File: src/rtl/gnr_pkg.sv
// Shared constants and elaboration-time helpers for the GNR node LUT.
package gnr_pkg;

  // Width of the per-lane toggle counter.
  localparam int TGL_W = 16;

  // Ceiling log2, valid for value >= 1.
  function automatic int clog2(input int value);
    int result;
    int v;
    result = 0;
    v = value - 1;
    while (v > 0) begin
      result++;
      v = v >> 1;
    end
    return result;
  endfunction

  // Number of truth-table entries for a node with numInputs regulators.
  function automatic int lut_bits(input int numInputs);
    return 1 << numInputs;
  endfunction

  // Number of config words needed to hold the whole truth table.
  function automatic int lut_words(input int numInputs, input int cfgW);
    return (lut_bits(numInputs) + cfgW - 1) / cfgW;
  endfunction

  // Config address width; at least one bit so the port always exists.
  function automatic int cfg_addr_w(input int numInputs, input int cfgW);
    int w;
    w = clog2(lut_words(numInputs, cfgW));
    return (w < 1) ? 1 : w;
  endfunction

endpackage

File: src/rtl/gnr_lut_lane.sv
// One simulation lane of a GNR node: state register, update divider,
// changed flag, saturating unchanged-update counter with stable flag,
// and (when GNR_TOGGLE_CNT_EN is defined) a saturating toggle counter.
// The next-state value comes from the shared LUT in the parent.
module gnr_lut_lane
  import gnr_pkg::*;
#(
  parameter int SKIP_W     = 2,
  parameter int STB_W      = 4,
  parameter int STABLE_THR = 3
) (
  input  logic              clk,
  input  logic              rst,
  input  logic              i_reinit,
  input  logic              i_initState,
  input  logic [SKIP_W-1:0] i_skip,
  input  logic              i_start,
  input  logic              i_lutBit,
  output logic              o_state,
  output logic              o_changed,
  output logic              o_stable,
  output logic [TGL_W-1:0]  o_toggleCnt
);

  localparam logic [STB_W-1:0] STB_MAX = {STB_W{1'b1}};
  localparam logic [STB_W:0]   STB_THR = (STB_W + 1)'(STABLE_THR);

  logic              r_state;
  logic              r_changed;
  logic              r_stable;
  logic [SKIP_W-1:0] r_skip;
  logic [SKIP_W-1:0] r_div;
  logic [STB_W-1:0]  r_stbCnt;

  logic              w_update;
  logic              w_flip;
  logic [STB_W-1:0]  w_stbNext;

  // An update happens only on a start when the divider has run out; it flips
  // the state whenever the LUT output differs from the current state.
  always_comb begin
    w_update  = i_start && (r_div == '0);
    w_flip    = (i_lutBit != r_state);
    w_stbNext = r_stbCnt;
    if (w_flip) begin
      w_stbNext = '0;
    end else if (r_stbCnt != STB_MAX) begin
      w_stbNext = r_stbCnt + 1'b1;
    end
  end

  // Lane state machine: reset beats reinit, reinit beats start.
  always_ff @(posedge clk) begin
    if (rst) begin
      r_state   <= 1'b0;
      r_changed <= 1'b0;
      r_stable  <= 1'b0;
      r_skip    <= '0;
      r_div     <= '0;
      r_stbCnt  <= '0;
    end else if (i_reinit) begin
      r_state   <= i_initState;
      r_changed <= 1'b0;
      r_stable  <= 1'b0;
      r_skip    <= i_skip;
      r_div     <= '0;
      r_stbCnt  <= '0;
    end else if (w_update) begin
      r_state   <= i_lutBit;
      r_changed <= w_flip;
      r_stbCnt  <= w_stbNext;
      r_stable  <= ({1'b0, w_stbNext} >= STB_THR);
      r_div     <= r_skip;
    end else if (i_start) begin
      r_div     <= r_div - 1'b1;
    end
  end

  assign o_state   = r_state;
  assign o_changed = r_changed;
  assign o_stable  = r_stable;

`ifdef GNR_TOGGLE_CNT_EN
  logic [TGL_W-1:0] r_toggleCnt;

  // Count state flips; only reset clears it, reinit leaves history intact.
  always_ff @(posedge clk) begin
    if (rst) begin
      r_toggleCnt <= '0;
    end else if (!i_reinit && w_update && w_flip && (r_toggleCnt != {TGL_W{1'b1}})) begin
      r_toggleCnt <= r_toggleCnt + 1'b1;
    end
  end

  assign o_toggleCnt = r_toggleCnt;
`else
  assign o_toggleCnt = '0;
`endif

endmodule

File: src/rtl/gnr_node_lut.sv
// Programmable Boolean-network node with a runtime-loaded truth table shared
// by NUM_LANES independent simulation lanes. The LUT and its config port live
// here; each lane reads its entry combinationally from its in-vector slice.
// Optional feature macro: GNR_TOGGLE_CNT_EN (per-lane 16-bit toggle counters).
module gnr_node_lut
  import gnr_pkg::*;
#(
  parameter int NUM_LANES  = 2,
  parameter int NUM_INPUTS = 4,
  parameter int CFG_W      = 16,
  parameter int SKIP_W     = 2,
  parameter int STB_W      = 4,
  parameter int STABLE_THR = 3
) (
  input  logic                                   clk,
  input  logic                                   rst,
  input  logic                                   i_reinit,
  input  logic [NUM_LANES-1:0]                   i_initState,
  input  logic [NUM_LANES*SKIP_W-1:0]            i_laneSkip,
  input  logic [NUM_LANES-1:0]                   i_start,
  input  logic [NUM_LANES*NUM_INPUTS-1:0]        i_inVec,
  input  logic                                   i_cfgWe,
  input  logic [cfg_addr_w(NUM_INPUTS,CFG_W)-1:0] i_cfgAddr,
  input  logic [CFG_W-1:0]                       i_cfgWdata,
  output logic [NUM_LANES-1:0]                   o_state,
  output logic [NUM_LANES-1:0]                   o_changed,
  output logic [NUM_LANES-1:0]                   o_stable,
  output logic [NUM_LANES*TGL_W-1:0]             o_toggleCnt
);

  localparam int LUT_BITS  = lut_bits(NUM_INPUTS);
  localparam int LUT_WORDS = lut_words(NUM_INPUTS, CFG_W);
  localparam int ADDR_W    = cfg_addr_w(NUM_INPUTS, CFG_W);

  logic [LUT_WORDS*CFG_W-1:0] r_lut;
  logic [LUT_BITS-1:0]        w_lutBits;
  logic [NUM_LANES-1:0]       w_lutBit;

  // Word-wise LUT programming; addresses past the last word match nothing.
  always_ff @(posedge clk) begin
    if (rst) begin
      r_lut <= '0;
    end else if (i_cfgWe) begin
      for (int w = 0; w < LUT_WORDS; w++) begin
        if (i_cfgAddr == ADDR_W'(w)) begin
          r_lut[w*CFG_W +: CFG_W] <= i_cfgWdata;
        end
      end
    end
  end

  // Padding bits in the last word never reach a lane.
  assign w_lutBits = r_lut[LUT_BITS-1:0];

  genvar g;
  generate
    for (g = 0; g < NUM_LANES; g++) begin : gLane
      logic [NUM_INPUTS-1:0] w_idx;

      assign w_idx       = i_inVec[g*NUM_INPUTS +: NUM_INPUTS];
      assign w_lutBit[g] = w_lutBits[w_idx];

      gnr_lut_lane #(
        .SKIP_W     (SKIP_W),
        .STB_W      (STB_W),
        .STABLE_THR (STABLE_THR)
      ) uLane (
        .clk         (clk),
        .rst         (rst),
        .i_reinit    (i_reinit),
        .i_initState (i_initState[g]),
        .i_skip      (i_laneSkip[g*SKIP_W +: SKIP_W]),
        .i_start     (i_start[g]),
        .i_lutBit    (w_lutBit[g]),
        .o_state     (o_state[g]),
        .o_changed   (o_changed[g]),
        .o_stable    (o_stable[g]),
        .o_toggleCnt (o_toggleCnt[g*TGL_W +: TGL_W])
      );
    end
  endgenerate

endmodule

File: config.mk
export PLATFORM = sky130hd
export DESIGN_NAME = gnr_node_lut
export DESIGN_NICKNAME = d
export VERILOG_FILES = /design/src/rtl/gnr_pkg.sv /design/src/rtl/gnr_lut_lane.sv /design/src/rtl/gnr_node_lut.sv
export SDC_FILE = /design/constraint.sdc
export NUM_CORES = 1
export LEC_CHECK = 0
export CORE_MARGIN = 8
export CORE_UTILIZATION = 44
export CTS_CLUSTER_SIZE = 12
export DETAILED_ROUTE_END_ITERATION = 10
export GPL_TIMING_DRIVEN = 0
export PLACE_DENSITY = 0.87
export SLEW_MARGIN = 10
export SYNTH_ARGS = -nofsm -noshare
export SYNTH_HDL_FRONTEND = slang
export SYNTH_SLANG_ARGS = --single-unit
File: constraint.sdc
create_clock -name clk -period 2 [get_ports clk]
set_clock_uncertainty 0.05 [all_clocks]
set_input_delay 0.3 -clock clk [delete_from_list [all_inputs] [get_ports clk]]
set_output_delay 0.3 -clock clk [all_outputs]
set_load 0.01 [all_outputs]
=== Word-level counts from Yosys, hierarchy flattened ===
Cells that the tools add are included.

* Register bits: 38
* Input bits: 37

* Add/sub/neg operators: 4
* Order comparisons: 4
* Equality and inequality tests: 4
* Multiplexer cells: 16
* Bitwise logic cells: 1
* Reduce and logical (&&, ||, !) cells: 10

{| class="wikitable"
|+ Operator list
! operator !! count
|-
| $mux 4 || 4
|-
| $lt 4x5->1 const B || 2
|-
| $add 4x1->4 const B || 2
|-
| $bmux 1 s4 || 2
|-
| $ge 4x2->1 const B || 2
|-
| $mux 2 || 4
|-
| $ne 4x4->1 const B || 2
|-
| $reduce_bool 2->1 || 4
|-
| $mux 1 || 6
|-
| $logic_not 2->1 || 2
|-
| $sub 2x1->2 const B || 2
|-
| $logic_and 1x1->1 || 2
|-
| $ne 1x1->1 || 2
|-
| $reduce_and 2->1 || 1
|-
| $reduce_or 2->1 || 1
|-
| $not 1->1 || 1
|}

=== Depth between registers and ports, before layout ===
Gate-level depths: netlist (run 1).

* Depth in word-level cells: 5
* Gate-level depth with buffers: 7
* Gate-level depth less buffers: 6

=== Modules after synthesis ===
From an unflattened synthesis (run 1), not the netlist that was laid out.

* Cells, all modules: 246
* Area total of the unflattened synthesis: 2169.6 um^2

{| class="wikitable"
|+ By module, submodules not included
! module !! instances !! cells an instance !! area each (um^2) !! seq. area each (um^2)
|-
| gnr_lut_lane || 2 || 80 || 670.6 || 220.2
|-
| gnr_node_lut || 1 || 86 || 828.3 || 320.3
|}

=== Least setup slack after synthesis (run 1) ===
No wires, ideal clock.

* Path kind: input port to flip-flop
* Start: input port i_inVec[2]
* End: register gLane[0].uLane.r_changed
* Setup time: 0.088 ns
* Arrival: 1.725 ns
* Path slack: 0.137 ns
* Stages on the path: 5
* Buffers on the path: 1
* Cell sequence: mux4_1 a22o_1 or3_1 buf_6 a311oi_2

* Cells in the longest elaborated chain, start to end: 3

{| class="wikitable"
|+ Ends and longest elaborated chain
! element !! RTL line !! RTL
|-
| start, declared || gnr_node_lut.sv:21 || <nowiki>input logic [NUM_LANES*NUM_INPUTS-1:0] i_inVec,</nowiki>
|-
| $bmux 1 s4 || gnr_node_lut.sv:61 || <nowiki>assign w_lutBit[g] = w_lutBits[w_idx];</nowiki>
|-
| $mux 1 (implied by the code) || gnr_node_lut.sv:61 ||
|-
| $ne 1x1->1 || gnr_lut_lane.sv:43 || <nowiki>w_flip = (i_lutBit != r_state);</nowiki>
|-
| end signal, assigned || gnr_lut_lane.sv:70 || <nowiki>r_changed <= w_flip;</nowiki>
|-
| end, declared || gnr_lut_lane.sv:29 || <nowiki>logic r_changed;</nowiki>
|}

Every way passes these cells. The select of a mux whose other input is x is not followed.
A chain may end at the register's enable or synchronous reset.

=== Worst setup path after layout (run 1) ===
* Start: register r_lut[15]
* End: register gLane[0].uLane.r_changed

* Cells in the longest elaborated chain, start to end: 3

{| class="wikitable"
|+ Ends and longest elaborated chain
! element !! RTL line !! RTL
|-
| start, declared || gnr_node_lut.sv:35 || <nowiki>logic [LUT_WORDS*CFG_W-1:0] r_lut;</nowiki>
|-
| start signal, assigned by index || gnr_node_lut.sv:46 || <nowiki>r_lut[w*CFG_W +: CFG_W] <= i_cfgWdata;</nowiki>
|-
| $bmux 1 s4 || gnr_node_lut.sv:61 ||
|-
| $mux 1 (implied by the code) || gnr_node_lut.sv:61 ||
|-
| $ne 1x1->1 || gnr_lut_lane.sv:43 ||
|}

Every way passes these cells. The select of a mux whose other input is x is not followed.

==> results of run 1 <==
## Yosys cell counts, drive strengths merged
library cell	n	area (sq um)
a211oi	3	22.52
a21boi	1	7.510
a21o	1	8.760
a21oi	23	115.1
a221oi	1	8.760
a22o	2	17.52
a22oi	3	22.52
a311oi	2	23.77
a31oi	5	31.28
a32oi	1	8.760
a41oi	2	17.52
and2	5	31.28
and3	2	12.51
buf	40	300.3
clkbuf	10	37.54
conb	1	3.750
dfxtp	38	760.7
ha	4	50.05
inv	7	26.28
mux2i	7	70.07
mux4	8	191.4
nand2	47	176.4
nand2b	3	18.77
nand3	3	15.01
nand4	8	50.05
nor2	17	63.81
nor2b	7	43.79
nor3	4	20.02
o211ai	2	15.01
o21ai	7	38.79
o311ai	1	8.760
o31a	1	8.760
or2	1	6.260
or3	1	6.260
## routing by layer
| layer | global-route usage | vias up |
|---|---|---|
| li1 | - | 1025 |
| met1 | 0.1496 | 907 |
| met2 | 0.2417 | 72 |
| met3 | 0.04623 | 9 |
| met4 | 0.04219 | 0 |
| met5 | 0 | - |
## where the power goes
group,total (mW),leakage [nW],internal (mW),switching [mW]
sequential,0.811,0.311,0.786,0.0246
clock,0.660,0.0573,0.399,0.261
combinational,0.350,0.869,0.191,0.159
total,1.82,1.24,1.38,0.445
## worst max-delay path, stage by stage (launching register included)
cell and delay, ns:
dfxtp_2 0.33, mux4_2 0.48, a22o_4 0.28, or3_4 0.44, a311oi_2 0.25
## worst paths after layout
check,start,end,slack [ns],depth (start not counted)
hold reg to reg,r_lut[15]$_SDFFE_PP0P_,r_lut[15]$_SDFFE_PP0P_,0.42,2
setup reg to reg,r_lut[15]$_SDFFE_PP0P_,gLane[0].uLane.o_changed$_SDFFE_PP0P_,0.08,4
hold / removal,i_reinit,gLane[0].uLane.r_skip[0]$_SDFFE_PP0P_,0.38,3
setup / recovery,r_lut[15]$_SDFFE_PP0P_,gLane[0].uLane.o_changed$_SDFFE_PP0P_,0.08,4
## kinds of logic (layout without fill, tap and decap cells)
logic type                 after synthesis  in the layout  share of synthesized area
DFF                                     38             38                     0.3397
other                                    1             32                   0.001674
muxes                                   15             15                     0.1168
and+or+nand+nor                         98             98                     0.1983
AOI/OAI and AO/OA                       55             55                     0.1587
buffers and inverters                   57            104                     0.1626
adders and majority gates                4              4                    0.02235
## registers in the layout, summed over array words and instances (netlist names)
name / count
gLane.uLane.o_changed: 2
gLane.uLane.o_stable: 2
gLane.uLane.o_state: 2
gLane.uLane.r_div: 4
gLane.uLane.r_skip: 4
gLane.uLane.r_stbCnt: 8
r_lut: 16
## cell type report
type                    instances  area, sq um  share of cell area
clock inverters                 1        30.03             0.01004
clock buffers                   6        82.58             0.02760
well taps                      70        87.58             0.02928
flip-flops and latches         38        764.5              0.2555
repair buffers                 41        404.1              0.1351
multi-input cells             204         1270              0.4245
inverters                       7        26.28            0.008783
plain buffers                  49        326.6              0.1092
## repair_timing
action | 4_1_cts | 5_1_grt
endpoints found under the setup margin | 12 | 6
resized for setup | 7 | 10
pin swaps | 0 | 3
==> results.md, run 1 <==
- # hold bufs at CTS: 0
- Die Span Y: 87.35 microns
- Clk slew on worst S/H paths: 0.07 ns
- WL met1: 2028 microns
- Highest routed layer: met4
- GPL Wtd Cong: 0.8334
- Critical path fanouts, max: 8
- Layout Utilization: 0.5972
- Post-Syn Instances: 268
- Critical path type: reg2reg
- Post-Place Cells: 410
- Tcrit/Tclk final: 0.9589
- Commonest non-fill, non-tap cell in the layout: nand2_1
- Setup WS post-layout: 0.08214 ns
- Fraction of layout cells with a size suffix above 1: 0.1850
- Fmax: 0.5214 GHz
- Peak supply drop: 0.0003012 V
- Worst setup EP type: flop
- Hold violation count in the final report: 0
- Antenna Nets Post-Route: 0
- # DRC: 0
- Number of antenna violations at the first check in global routing: 0
- Mapped cell area: 0.002240 sq mm
- Setup WS pre-CTS: -0.5851 ns
- #FFs+latches synth: 38
- H-tree levels: 2
- Worst hold margin: 0.3794 ns
- Post-CTS Setup Inserts: 0
- FP Rows: 26
- Dpl hpwl: 4179 microns
- Gr ovfl total: 0
- Die extent in x: 87.35 microns
- Status: complete, no violations
- Clock Tree Buf Depth: 2
- Initial Utilization: 0.4471
- First-pass GRT wire length: 8404 microns
- CTS buffer count: 5
- PortBufs: 41
- Post-Layout Cell Count: 416
- Skew-Pair Late Insertion Delay: 0.29 ns
- Final instance area: 0.002992 sq mm
- Top-level port count: 75
- Post-Syn Area per Cell: 8.357 sq um
- Critical Path Start Type: flop
- CP Data Required Time: 2.15 ns
- RSZ-0062 raised after global routing: true
- Total GRT Usage: 0.1369
- Sequential area share after synthesis: 0.3397
- DR WL/cell: 12.32 microns
- Total Wirelength: 5126 microns
- Slew Limit Fails: 0
- Setup violations, final: 0
- Worst path arrival time: 2.07 ns
- Max cap viols: 0
- Setup TNS Final: 0 ns
- Vias in the first global route: 1,938
- CTS tree: built
- Leakage: 1.237 nW
- Metal3 WL: 348 microns
- Worst Hold Class: in2reg
- Die ar.: 0.007629 sq mm
- CTS Root Buffer Type: clkbuf_8
- Vias per cell: 4.839
- Sink Count: 38
- Met2 WL post-DR: 2674 microns
- Dpl cell area: 0.002854 sq mm
- N_diodes: 0
- Initial DRC Count: 72
- Via count: 2,013
- Core area: 0.005010 sq mm
- Most frequent cells in the layout: nand2_1 (47), buf_4 (38), clkdlybuf4s50_1 (38)
- Total power draw: 1.821 mW
- Syn. warnings: 0
- DRT Pass-1 Iters: 4
- Minimum clock period: 1.918 ns
- Cell variety after synth: 39
- Final nets: 387
- Fill count: 451
- Area delta synth->final: 33.58%
- Largest net degree at the start of global routing: 12
- PwrDens: 608.6 mW/mm^2
Note: power is estimated with default switching activity, not from simulation.
==> inputs of run 2 (changes only) <==
ABC_AREA = 1   (was not set)
SLEW_MARGIN = 40   (was 10)
==> results.md, run 2 <==
- FP Rows: 26
- Mapped cell area: 0.002312 sq mm
- Post-Place Cells: 475
- Hold violation count in the final report: 0
- Number of synthesized flops with an enable pin: 0
- PwrDens: 628.8 mW/mm^2
- Fmax: 0.5749 GHz
- Top-area cell type share of the netlist area: 0.3290
- Via count: 2,233
- Most frequent cells in the layout: nand2_1 (52), inv_1 (47), clkdlybuf4s50_1 (41)
- Total Wirelength: 5693 microns
- Fill count: 492
- H-tree levels: 2
- Count leader, synth: nand2_1
- Gr ovfl total: 0
- Number of antenna violations at the first check in global routing: 0
- Area leader, netlist: dfxtp_1
- Largest stage delay, worst path: 0.48 ns
- Final nets: 453
- Largest net degree at the start of global routing: 13
- Vias in the first global route: 2,069
- Critical path type: in2reg
- Skew-Pair Late Insertion Delay: 0.29 ns
- Dpl hpwl: 4419 microns
- Top cells by area, synth: dfxtp_1 (33%), buf_4 (13%), nand2_1 (8.4%)
- Top delay family on crit path: simple AND/OR/NAND/NOR gates
- Setup TNS Final: 0 ns
- Slew Limit Fails: 0
- Core area: 0.005075 sq mm
- CTS Root Buffer Type: clkbuf_8
- Max cap viols: 0
- Total GRT Usage: 0.1522
- Synth cell count leaders: nand2_1 (52), inv_1 (47), buf_4 (40)
- PortBufs: 41
- Top-level port count: 75
- Asr flop ratio synth: 0
- Reg with most FFs: r_lut
- Die extent in x: 88.49 microns
- RSZ-0062 raised after global routing: false
- Tcrit/Tclk final: 0.8697
- Clock Tree Buf Depth: 2
- Resize count post-CTS: 0
- Clk slew on worst S/H paths: 0.07 ns
- Antenna Nets Post-Route: 0
- Post-Layout Cell Count: 483
- Post-CTS Setup Inserts: 0
- Crit-path cells: clkdlybuf4s50_1 > buf_4 > nand2_1 > nand3_1 > nand3_1 > nand3_1 > nand2_1 > nand2_1 > nand2_2 > o211ai_1 > nand3_1 > nand2_1 > inv_1
- CTS buffer count: 5
- Critical path fanouts, max: 10
- Worst path buffer plus inverter count: 3
- Initial DRC Count: 121
- Cell variety after synth: 29
- First-pass GRT wire length: 9370 microns
- DRT Pass-1 Iters: 5
- CTS tree: built
- Setup violations, final: 0
- Worst path slowest cell: clkdlybuf4s50_1
- GPL Wtd Cong: 0.9105
- Sink Count: 38
- N_diodes: 0
- Leakage: 1.498 nW
- Commonest non-fill, non-tap cell in the layout: nand2_1
- #FFs+latches synth: 38
- Initial Utilization: 0.4556
- Total power draw: 1.909 mW
- Critical Path Start Type: input pin
- Fraction of layout cells with a size suffix above 1: 0.1501
- DR WL/cell: 11.79 microns
- Sequential area share after synthesis: 0.3290
- Post-Syn Instances: 333
- Biggest regs: r_lut x16, gLane.uLane.r_stbCnt x8
- Most used DFF post-synth: dfxtp_1
- # hold bufs at CTS: 0
- Worst setup EP type: flop
- Peak supply drop: 0.0004448 V
- CP Data Required Time: 2.15 ns
- Syn. warnings: 0
- Status: complete, no violations
- Post-Syn Area per Cell: 6.944 sq um
- Worst Hold Class: reg2reg
- Area delta synth->final: 31.28%
- Worst path arrival time: 1.89 ns
- Minimum clock period: 1.739 ns
- # DRC: 0
- Layout Utilization: 0.5981
- Largest register FFs: 16
- Vias per cell: 4.623
- Die ar.: 0.007830 sq mm
- Die Span Y: 88.49 microns
-- run 2: routing by layer --
layer	wire, microns	part of all wire	up-vias	track usage
met2	2625	0.46	82	0.2390
met5	0	0	-	0
met3	371	0.065	12	0.03714
met4	137	0.024	0	0.07834
met1	2559	0.45	981	0.1879
li1	-	-	1158	-
-- run 2: path summary, 6_finish.rpt --
kind / start / endpoint / slack (ns) / cells after the start
min: r_lut[8]$_SDFFE_PP0P_ / r_lut[8]$_SDFFE_PP0P_ / 0.42 / 2
max reg2reg: gLane[0].uLane.r_stbCnt[0]$_SDFFE_PP0P_ / gLane[0].uLane.o_stable$_SDFFE_PP0P_ / 0.39 / 9
max: i_inVec[0] / gLane[0].uLane.o_stable$_SDFFE_PP0P_ / 0.26 / 13
min reg2reg: r_lut[8]$_SDFFE_PP0P_ / r_lut[8]$_SDFFE_PP0P_ / 0.42 / 2
-- run 2: stage by stage --
step	hold slack, ns	worst slack, ns	instance area [sq um]
6_report	0.4201	0.2606	3035
3_5_place_dp	0.4104	0.007558	2927
3_3_place_gp	0.4084	0.03840	2927
2_1_floorplan	0.3442	0.5412	2429
4_1_cts	0.4200	0.2734	3035
5_1_grt	0.4521	0.1100	3035
-- run 2: cell type report --
type,instances,area [sq um],share of cell area
clock buffer,5,68.82,0.02267
buffer,48,349.1,0.1150
timing repair buffer,41,410.4,0.1352
clock inverter,3,40.04,0.01319
tap,70,87.58,0.02885
inverter,48,180.2,0.05936
multi-input combinational,230,1139,0.3751
sequential,38,760.7,0.2506
-- run 2: cell families after synthesis --
group	synth area share
compound gates	0.1802
mux	0.01353
flops	0.3290
simple gates	0.2137
xor+xnor	0.01137
other cells	0.001622
fa+ha+maj	0.02165
buf+inv	0.2289
-- run 2: worst register-to-register path: cells and delay by family (launching register included) --
kind                       cells  cell delay (ns)
buffers and inverters          2             0.09
DFF                            1             0.35
and+or+nand+nor                5             0.43
adders and majority gates      1             0.24
muxes                          1             0.35
-- run 2: power breakdown --
group / total, mW / internal, mW / switching, mW / leakage (nW)
clock: 0.645 / 0.367 / 0.278 / 0.0579
combinational: 0.439 / 0.212 / 0.228 / 1.13
sequential: 0.824 / 0.800 / 0.0241 / 0.312
total: 1.91 / 1.38 / 0.530 / 1.50
==> inputs of run 3 (changes only) <==
ABC_CLOCK_PERIOD_IN_PS = 2000   (was not set)
==> results of run 3 <==
The final DEF is identical to that of run 2; final timing and power are the same.
==> RTL edit (settings of run 1) <==
Put a register stage on the output `o_toggleCnt`, cleared by the reset. The value now appears one clock later. The other outputs are not delayed to match.
--- a/src/rtl/gnr_node_lut.sv
+++ b/src/rtl/gnr_node_lut.sv
@@ -31,6 +31,8 @@
   localparam int LUT_BITS  = lut_bits(NUM_INPUTS);
   localparam int LUT_WORDS = lut_words(NUM_INPUTS, CFG_W);
   localparam int ADDR_W    = cfg_addr_w(NUM_INPUTS, CFG_W);
+
+  logic [NUM_LANES*TGL_W-1:0] o_toggleCnt_d;
 
   logic [LUT_WORDS*CFG_W-1:0] r_lut;
   logic [LUT_BITS-1:0]        w_lutBits;
@@ -75,10 +77,18 @@
         .o_state     (o_state[g]),
         .o_changed   (o_changed[g]),
         .o_stable    (o_stable[g]),
-        .o_toggleCnt (o_toggleCnt[g*TGL_W +: TGL_W])
+        .o_toggleCnt (o_toggleCnt_d[g*TGL_W +: TGL_W])
       );
     end
   endgenerate
 
+  always_ff @(posedge clk) begin
+    if (rst) begin
+      o_toggleCnt <= '0;
+    end else begin
+      o_toggleCnt <= o_toggleCnt_d;
+    end
+  end
+
 endmodule
 
Function: kept (Yosys induction, for registers that start in step).
==> RTL edit against run 1 <==
Design area decreased by 1.1%. Largest power group unchanged. Critical endpoint unchanged. Setup slack improved by 7.8 ps. Synthesized area about the same. Non-clock buffer count rose by 2. Synthesized cell count unchanged. Wire length increased by 4.4%. Total power shrank 8.6%. Sequential cell count is the same. Final cell count increased by 0.48%. Maximum frequency rose by 0.41%. Highest routed layer unchanged.
==> RTL edit: results (changes against run 1) <==
outcome:
  status: "complete, no violations"
final_layout:
  clock_cell_area_share_pct: 2.58  # -1.2 points
  nNonClkBuffers: 92  # +2.2%
  fin_nets: 389  # +0.52%
  top_regs: "r_lut x16, gLane.uLane.r_stbCnt x8"
  nonClkBufAreaFrac_pct: 25.2  # +0.78 points
  final_cells: 418  # +0.48%
  postLayoutCoreUtil_pct: 59.1  # -0.65 points
  n_clock_buffer: 7  # +1
  n_antenna_cell: 0  # unchanged
  seq_share_pct: 25.8  # +0.20 points
  multiInputCombCellCount: 205  # +0.49%
  multi_input_area_um2: 1260  # -0.39%
  drive_gt1_share_pct: 18.1  # -0.39 points
  nonClockInverterCount: 6  # -1
  fillers: 453  # +0.44%
yosys:
  async_reset_ff_share_pct: 0  # unchanged
  synthDistinctLibCells: 38  # -2.6%
  synth_commonest_cells: "nand2_1, buf_4, dfxtp_1, a21oi_1, nor2_1"
  syn_area_per_cell_um2: 8.36  # about the same
  ys_seq_area_share_pct: 33.9  # about the same
  yosys-top-cells-area: "dfxtp_1, buf_4, nand2_1, a21oi_1, mux4_2"
cts:
  ctsResizeCount: 5  # -2
  clk_pin_slew_ps: 70  # about the same
  clk_latency_ps: 290  # about the same
  h-tree-depth: 2  # unchanged
  post_cts_buffers: 0  # unchanged
  ctsLongestPathBuffers: 2  # unchanged
min_path:
  holdPathStages: 3  # unchanged
  hold_path_class: "in -> reg"
  min_to: "gLane[1].uLane.r_skip[1]$_SDFFE_PP0P_"
  worstHoldStart: "i_reinit"
setup_path:
  startpoint: "r_lut[15]$_SDFFE_PP0P_"
  cp.arrival_ps: 2070  # about the same
  worstSetupEndpoint: "gLane[0].uLane.o_changed$_SDFFE_PP0P_"
  reg2reg_slack_ps: 90
  critPathCaptureType: "flop"
  cpLargestDelayFamily: "compound AO/OA/AOI/OAI gates"
power_and_ir_drop:
  irDropWorstVdd_uv: 339  # +13%
  power.leakage_uw: 0.00122  # -1.7%
grt:
  track_usage_pct: 14.3  # +0.60 points
  grt_pass1_wl_um: 8750  # +4.1%
  grt_antenna_before_repair: 0  # unchanged
  grt_max_degree: 11  # -1
timing:
  clock.fmax_mhz: 524  # +0.41%
  hold_slack_ps: 397  # +17.5 ps
detailed_routing:
  routed-via-count: 2027  # +0.70%
  drtIter0Drc: 120  # +67%
  detail_route.wl_per_cell_um: 12.8  # +3.9%
placed_design:
  post-dp-hpwl_um: 4280  # +2.3%
  dpl-instance-area_um2: 2860  # about the same
  gp_congestion: 0.873  # +4.7%
  detailedPlace.worstSlack_ps: -593  # -8.11 ps
-- RTL edit: changes by cell type after synthesis, sizes merged --
cell | before | now
a22oi | 3 | 4
nor3 | 4 | 3
inv | 7 | 6
a21oi | 23 | 24
a221oi | 1 | 0
nand2b | 3 | 4
-- RTL edit: cells by family (layout without fill, tap and decap cells) --
logic type,Yosys count,in the layout,synth area share (%)
mux,15,15,11.7
buf+inv,56,105,16.1
simple gates,98,98,19.9
fa+ha+maj,4,4,2.23
compound gates,56,56,16.0
flops,38,38,33.9
other cells,1,32,0.167
-- RTL edit: routing by layer --
layer	global-route usage (%)	wire length (um)	up-vias	part of all wire [%]
li1	-	-	1026	-
met1	14.9	2030	904	38
met2	25.0	2820	87	53
met3	4.91	418	10	7.8
met4	6.72	82	0	1.5
met5	0	0	-	0
-- RTL edit: where the power goes --
part / switching, uW / internal, uW
clock: 255 / 240
combinational: 163 / 193
sequential: 25.5 / 786
total: 444 / 1220
